### src/rtl/cp_symbol_scheduler_pkg.sv
// Shared types and constants for the cyclic-prefix symbol scheduler.
// Symbol lengths here match the default numerology; the top recomputes them from its parameters.
package cp_symbol_scheduler_pkg;

    typedef enum logic [1:0] {
        IDLE      = 2'd0,
        WAIT_SYNC = 2'd1,
        RUN       = 2'd2
    } state_t;

    localparam int FFT_SIZE_DEF         = 4096;
    localparam int CP_LEN1_DEF          = 352;
    localparam int CP_LEN2_DEF          = 288;
    localparam int SYMBOLS_PER_SLOT_DEF = 14;
    localparam int LONG_CP_PERIOD_DEF   = 7;

    localparam int SYM_LEN_LONG  = FFT_SIZE_DEF + CP_LEN1_DEF;
    localparam int SYM_LEN_SHORT = FFT_SIZE_DEF + CP_LEN2_DEF;

    // Symbol i carries the long CP when i is a multiple of the period.
    function automatic logic is_long_cp(input logic [3:0] sym, input int period);
        return (int'(sym) % period) == 0;
    endfunction

endpackage

### src/rtl/cp_symbol_scheduler_counter.sv
// Valid-sample counter for one OFDM symbol; flags the last sample of the symbol.
module cp_sample_counter #(
    parameter int CNT_WIDTH     = 13,
    parameter int SYM_LEN_LONG  = 4448,
    parameter int SYM_LEN_SHORT = 4384
) (
    input  logic                 clk,
    input  logic                 rst,
    input  logic                 count_en,
    input  logic                 restart,
    input  logic                 sample_valid,
    input  logic                 long_flag,
    output logic [CNT_WIDTH-1:0] sample_cnt,
    output logic                 symbol_done
);

    localparam logic [CNT_WIDTH-1:0] LAST_LONG  = CNT_WIDTH'(SYM_LEN_LONG - 1);
    localparam logic [CNT_WIDTH-1:0] LAST_SHORT = CNT_WIDTH'(SYM_LEN_SHORT - 1);

    logic [CNT_WIDTH-1:0] cnt_q;
    logic [CNT_WIDTH-1:0] cnt_d;
    logic [CNT_WIDTH-1:0] last_idx;

    always_comb begin
        last_idx    = long_flag ? LAST_LONG : LAST_SHORT;
        symbol_done = count_en && sample_valid && (cnt_q == last_idx);
        cnt_d       = cnt_q;
        // A restart outranks a coincident symbol completion.
        if (restart) begin
            cnt_d = '0;
        end else if (count_en && sample_valid) begin
            cnt_d = symbol_done ? '0 : cnt_q + CNT_WIDTH'(1);
        end
    end

    always_ff @(posedge clk or posedge rst) begin
        if (rst) begin
            cnt_q <= '0;
        end else begin
            cnt_q <= cnt_d;
        end
    end

    assign sample_cnt = cnt_q;

endmodule

### src/rtl/cp_symbol_scheduler.sv
// Per-symbol trigger generator for CP removal: tracks symbol/slot position against
// the long/short CP pattern and resynchronises on misaligned slot_sync pulses.
module cp_symbol_scheduler
    import cp_symbol_scheduler_pkg::*;
#(
    parameter int FFT_SIZE         = FFT_SIZE_DEF,
    parameter int CP_LEN1          = CP_LEN1_DEF,
    parameter int CP_LEN2          = CP_LEN2_DEF,
    parameter int SYMBOLS_PER_SLOT = SYMBOLS_PER_SLOT_DEF,
    parameter int LONG_CP_PERIOD   = LONG_CP_PERIOD_DEF,
    parameter int CNT_WIDTH        = 13,
    parameter int SLOT_WIDTH       = 16
) (
    input  logic                  clk,
    input  logic                  rst,
    input  logic                  enable,
    input  logic                  slot_sync,
    input  logic                  sample_valid,
    input  logic                  sync_mode,
    output logic                  dout_trigger,
    output logic                  long_cp,
    output logic                  dout_sync,
    output logic [3:0]            symbol_num,
    output logic [SLOT_WIDTH-1:0] slot_cnt,
    output logic [CNT_WIDTH-1:0]  sample_cnt,
    output logic                  busy,
    output logic                  sync_err,
    output logic [7:0]            sync_err_cnt
);

    localparam int              LEN_LONG  = FFT_SIZE + CP_LEN1;
    localparam int              LEN_SHORT = FFT_SIZE + CP_LEN2;
    localparam logic [3:0]      LAST_SYM  = 4'(SYMBOLS_PER_SLOT - 1);

    generate
        if (LEN_LONG - 1 >= (1 << CNT_WIDTH)) begin : g_cnt_width_check
            $error("CNT_WIDTH too small for FFT_SIZE+CP_LEN1-1");
        end
    endgenerate

    state_t                state_q, state_d;
    logic                  trigger_q, trigger_d;
    logic                  long_cp_q, long_cp_d;
    logic [3:0]            symbol_num_q, symbol_num_d;
    logic [SLOT_WIDTH-1:0] slot_cnt_q, slot_cnt_d;
    logic                  sync_err_q, sync_err_d;
    logic [7:0]            sync_err_cnt_q, sync_err_cnt_d;

    logic count_en;
    logic symbol_done;
    logic aligned_sync;
    logic misaligned_sync;
    logic restart;

    // Control strobes are built outside the FSM process so the counter's
    // done strobe never feeds back into its own enable.
    assign count_en        = (state_q == RUN) && enable;
    assign aligned_sync    = symbol_done && (symbol_num_q == LAST_SYM);
    assign misaligned_sync = count_en && slot_sync && !aligned_sync;
    assign restart         = misaligned_sync ||
                             ((state_q == WAIT_SYNC) && enable && slot_sync);

    cp_sample_counter #(
        .CNT_WIDTH     (CNT_WIDTH),
        .SYM_LEN_LONG  (LEN_LONG),
        .SYM_LEN_SHORT (LEN_SHORT)
    ) u_counter (
        .clk          (clk),
        .rst          (rst),
        .count_en     (count_en),
        .restart      (restart),
        .sample_valid (sample_valid),
        .long_flag    (long_cp_q),
        .sample_cnt   (sample_cnt),
        .symbol_done  (symbol_done)
    );

    always_comb begin
        state_d        = state_q;
        trigger_d      = 1'b0;
        long_cp_d      = long_cp_q;
        symbol_num_d   = symbol_num_q;
        slot_cnt_d     = slot_cnt_q;
        sync_err_d     = 1'b0;
        sync_err_cnt_d = sync_err_cnt_q;

        case (state_q)
            IDLE: begin
                if (enable) begin
                    state_d = WAIT_SYNC;
                end
            end
            WAIT_SYNC: begin
                if (!enable) begin
                    state_d = IDLE;
                end else if (slot_sync) begin
                    state_d      = RUN;
                    trigger_d    = 1'b1;
                    symbol_num_d = '0;
                    long_cp_d    = 1'b1;
                end
            end
            RUN: begin
                if (!enable) begin
                    state_d = IDLE;
                end else if (misaligned_sync) begin
                    trigger_d    = 1'b1;
                    symbol_num_d = '0;
                    long_cp_d    = 1'b1;
                    sync_err_d   = 1'b1;
                    if (sync_err_cnt_q != 8'hFF) begin
                        sync_err_cnt_d = sync_err_cnt_q + 8'd1;
                    end
                end else if (symbol_done) begin
                    trigger_d = 1'b1;
                    if (symbol_num_q == LAST_SYM) begin
                        symbol_num_d = '0;
                        slot_cnt_d   = slot_cnt_q + SLOT_WIDTH'(1);
                    end else begin
                        symbol_num_d = symbol_num_q + 4'd1;
                    end
                    long_cp_d = is_long_cp(symbol_num_d, LONG_CP_PERIOD);
                end
            end
            default: state_d = IDLE;
        endcase
    end

    always_ff @(posedge clk or posedge rst) begin
        if (rst) begin
            state_q        <= IDLE;
            trigger_q      <= 1'b0;
            long_cp_q      <= 1'b0;
            symbol_num_q   <= '0;
            slot_cnt_q     <= '0;
            sync_err_q     <= 1'b0;
            sync_err_cnt_q <= '0;
        end else begin
            state_q        <= state_d;
            trigger_q      <= trigger_d;
            long_cp_q      <= long_cp_d;
            symbol_num_q   <= symbol_num_d;
            slot_cnt_q     <= slot_cnt_d;
            sync_err_q     <= sync_err_d;
            sync_err_cnt_q <= sync_err_cnt_d;
        end
    end

    assign dout_trigger = trigger_q;
    assign long_cp      = long_cp_q;
    assign dout_sync    = sync_mode;
    assign symbol_num   = symbol_num_q;
    assign slot_cnt     = slot_cnt_q;
    assign busy         = (state_q == RUN);
    assign sync_err     = sync_err_q;
    assign sync_err_cnt = sync_err_cnt_q;

endmodule

### config.mk
export PLATFORM = sky130hd
export DESIGN_NAME = cp_symbol_scheduler
export DESIGN_NICKNAME = d
export VERILOG_FILES = /design/src/rtl/cp_symbol_scheduler_pkg.sv /design/src/rtl/cp_symbol_scheduler_counter.sv /design/src/rtl/cp_symbol_scheduler.sv
export SDC_FILE = /design/constraint.sdc
export NUM_CORES = 1
export LEC_CHECK = 0
export ABC_AREA = 1
export CORE_ASPECT_RATIO = 0.6
export CORE_MARGIN = 2
export CORE_UTILIZATION = 38
export CTS_CLUSTER_DIAMETER = 50
export CTS_CLUSTER_SIZE = 30
export DETAILED_ROUTE_END_ITERATION = 16
export GPL_TIMING_DRIVEN = 1
export MAX_ROUTING_LAYER = met4
export PLACE_DENSITY = 0.66
export SYNTH_ARGS = -nofsm -noshare
export SYNTH_HDL_FRONTEND = slang
export SYNTH_SLANG_ARGS = --single-unit
export TNS_END_PERCENT = 1
### constraint.sdc
create_clock -name clk -period 2.8 [get_ports clk]
set_input_delay 0.42 -clock clk [delete_from_list [all_inputs] [get_ports clk]]
set_output_delay 0.42 -clock clk [all_outputs]
set_load 0.02 [all_outputs]
==> impl_metrics.tcl <==
set metrics [dict create \
    drt_first_iter_violations 126 \
    core_area_um2 7180 \
    place_hpwl_um 4580 \
    areaGrowthSynthToFinish_pct 27.7 \
    gr-usage-met1 0.250 \
    drtPass1Iterations 4 \
    clock_path_buffers 2 \
    ios 52 \
    grt-ovfl-total 0 \
    setup_viol 0 \
    die_width_um 114 \
    antenna_found_initial 0 \
    worstSetupEndpointType "flop" \
    ir_drop_v 0.000253 \
    worst_slack_ns 0.265 \
    period_minus_slack_ns 2.54 \
    grt_util_all_layers 0.166 \
    synth_top_area_frac 0.414 \
    crit_buf_inv 2 \
    postCtsSetupBuffers 0 \
    power_density_nw_per_um2 635 \
    antenna_left 0 \
    grt_max_degree 47 \
    slew_violations 0 \
    crit_top_cell "ha_1" \
    ys_ff_latch 46 \
    syn_nets 343 \
    clock-sinks 46 \
    worstPathRequired_ns 3.01 \
    die_area_um2 8030 \
    netlist_area_um2 2780 \
    clk_pin_slew_ns 0.06 \
    vias_per_cell 4.84 \
    htree_num_levels 2 \
    synth_top_area_cell "dfrtp_1" \
    worst_pin_slew_ns 0.583 \
    fp-row-count 24 \
    synth_flop_cell "dfrtp_1" \
    synth_common_cells "nand2_1, dfrtp_1, inv_1" \
    fin_worst_skew_ns 0.00375 \
    crit_path_cell_trace "ha_1, nand3_4, inv_2, nor2_4, ha_1, ha_1, inv_2, nand3_1, nand2_1, ha_1, nand2_1, o221ai_1, o21ai_1, nand4_1, a21oi_1" \
    tns_ns 0 \
    outcome "complete, no violations" \
    gp_congestion 0.904 \
    die_y_um 70.2 \
    synthTopCellsByArea "dfrtp_1, nand2_1, inv_1" \
    power.total_mw 2.25 \
    drive_above_1_share 0.148 \
    place_ws_ns 0.0826 \
    ys_seq_area_frac 0.414 \
    initial_core_util 0.387 \
    top_usage_layer "met1" \
    routed_wl_um 6090 \
    leakage_nw 1.62 \
    finalCritPeriodShare 0.905 \
    cts_root_buffer "clkbuf_16" \
    num_antenna_cells 0 \
    fin_util 0.494 \
    synth-edff-count 0 \
    cp-start-kind "flop" \
    hold_viol 0 \
    synth_cell_types 34 \
    globalRouteMet2Util 0.226 \
    grt_util_met3 0.0365 \
    cts_made_buffers 5 \
    max_freq_mhz 394 \
    drc 0 \
    rsz0062_at_grt "false" \
    max_cap_violations 0 \
    stdcell_count 475 \
    io_buffers 49 \
    slowest_stage "dfrtp_2" \
    grt_pass1_vias 2165 \
    syn_inst 326 \
    crit_path_max_fanout 7 \
    clk_latency_ns 0.28 \
    arrival_ns 2.75 \
    synth_most_common_cell "nand2_1" \
    place_inst 468 \
    grt_pass1_wl_um 10400 \
    synth_area_per_cell_um2 8.52 \
    nets 401 \
    cts_tree "yes" \
    worstSetupPathType "reg2reg" \
    wl_per_cell_um 12.8 \
    min_path_type "reg2reg" \
    cp_top_family "adder cells" \
    vias 2300 \
    slew_headroom 0.611 \
    yosysWarningCount 0 \
    slowest_delay_ns 0.45 \
    postSynth.asyncResetShare 1.00 \
]
==> timing repair <==
| item | 4_1_cts | 5_1_grt |
|---|---|---|
| gates resized for setup | 0 | 8 |
| hold buffers | 0 | 0 |
| endpoints found under the setup margin | 0 | 1 |
==> cell families (layout without fill, tap and decap cells) <==
family                   Yosys count  in the layout  synth area share
multiplexers                       2              2           0.00811
AO/OA/AOI/OAI                     27             27            0.0653
XOR/XNOR                          28             28            0.0883
adder cells (fa/ha/maj)           11             11            0.0495
flip-flops                        46             46             0.414
buffers and inverters             50            108            0.0716
AND/OR/NAND/NOR                  162            162             0.303
==> placed cells by master (no fill, tap or decap), types with 3 or more instances in the layout <==
cell,Yosys,routed
xnor2_1,10,10
nand2_1,70,69
nand3_2,5,4
inv_2,6,9
nand4_1,11,11
o21ai_2,6,6
clkdlybuf4s50_1,0,49
inv_1,42,39
nand2_2,3,4
dfrtp_1,46,44
nand3_1,20,20
nor3_1,9,9
a21oi_1,7,7
nor2_4,5,6
buf_4,1,4
nor2_2,4,3
xor2_1,18,18
clkbuf_16,0,5
nor2_1,23,23
o21ai_0,5,4
o31ai_1,4,4
ha_1,11,11
nor3_2,5,5
==> stage by stage <==
| step | hold WS [ns] | instance area [um2] |
|---|---|---|
| after CTS | 0.475 | 3530 |
| final | 0.470 | 3550 |
| after floorplan | 0.537 | 2780 |
| after global placement | 0.461 | 3390 |
| after detailed placement | 0.467 | 3390 |
| after global routing | 0.482 | 3550 |
==> final cells by class <==
class	count	area [um2]
clock inverter	2	10.0
inverter	48	180
clock buffer	5	125
fill	679	3630
timing repair buffer	53	520
tap	91	114
multi-input combinational	230	1440
sequential	46	1150
==> per-layer routing <==
layer  wire (um)  up-vias
met3         325        5
li1            -     1179
met2        2500       46
met4          51        0
met5           0        -
met1        3210     1070
==> power breakdown <==
part	leakage (nW)	switching [mW]	internal (mW)
sequential	0.611	0.0935	0.752
clock	0.0694	0.245	0.323
combinational	0.938	0.510	0.330
==> registers in the layout, summed over array words and instances (netlist names) <==
signal,count
slot_cnt,16
u_counter.sample_cnt,13
sync_err_cnt,8
symbol_num,4
state_q,2
dout_trigger,1
long_cp,1
sync_err,1
==> worst paths after layout <==
path / to / cells past startpoint / from / slack (ns)
worst min-delay path: slot_cnt[15]$_DFFE_PP0P_ / 1 / slot_cnt[15]$_DFFE_PP0P_ / 0.47
worst max-delay path: long_cp$_DFFE_PP0P_ / 15 / symbol_num[0]$_DFFE_PP0P_ / 0.26
worst max register to register: long_cp$_DFFE_PP0P_ / 15 / symbol_num[0]$_DFFE_PP0P_ / 0.26
max in group asynchronous: symbol_num[1]$_DFFE_PP0P_ / 3 / rst / 1.77
worst min register to register: slot_cnt[15]$_DFFE_PP0P_ / 1 / slot_cnt[15]$_DFFE_PP0P_ / 0.47
min in group asynchronous: slot_cnt[13]$_DFFE_PP0P_ / 3 / rst / 0.61
No activity file was read; power rests on OpenSTA's default activity.
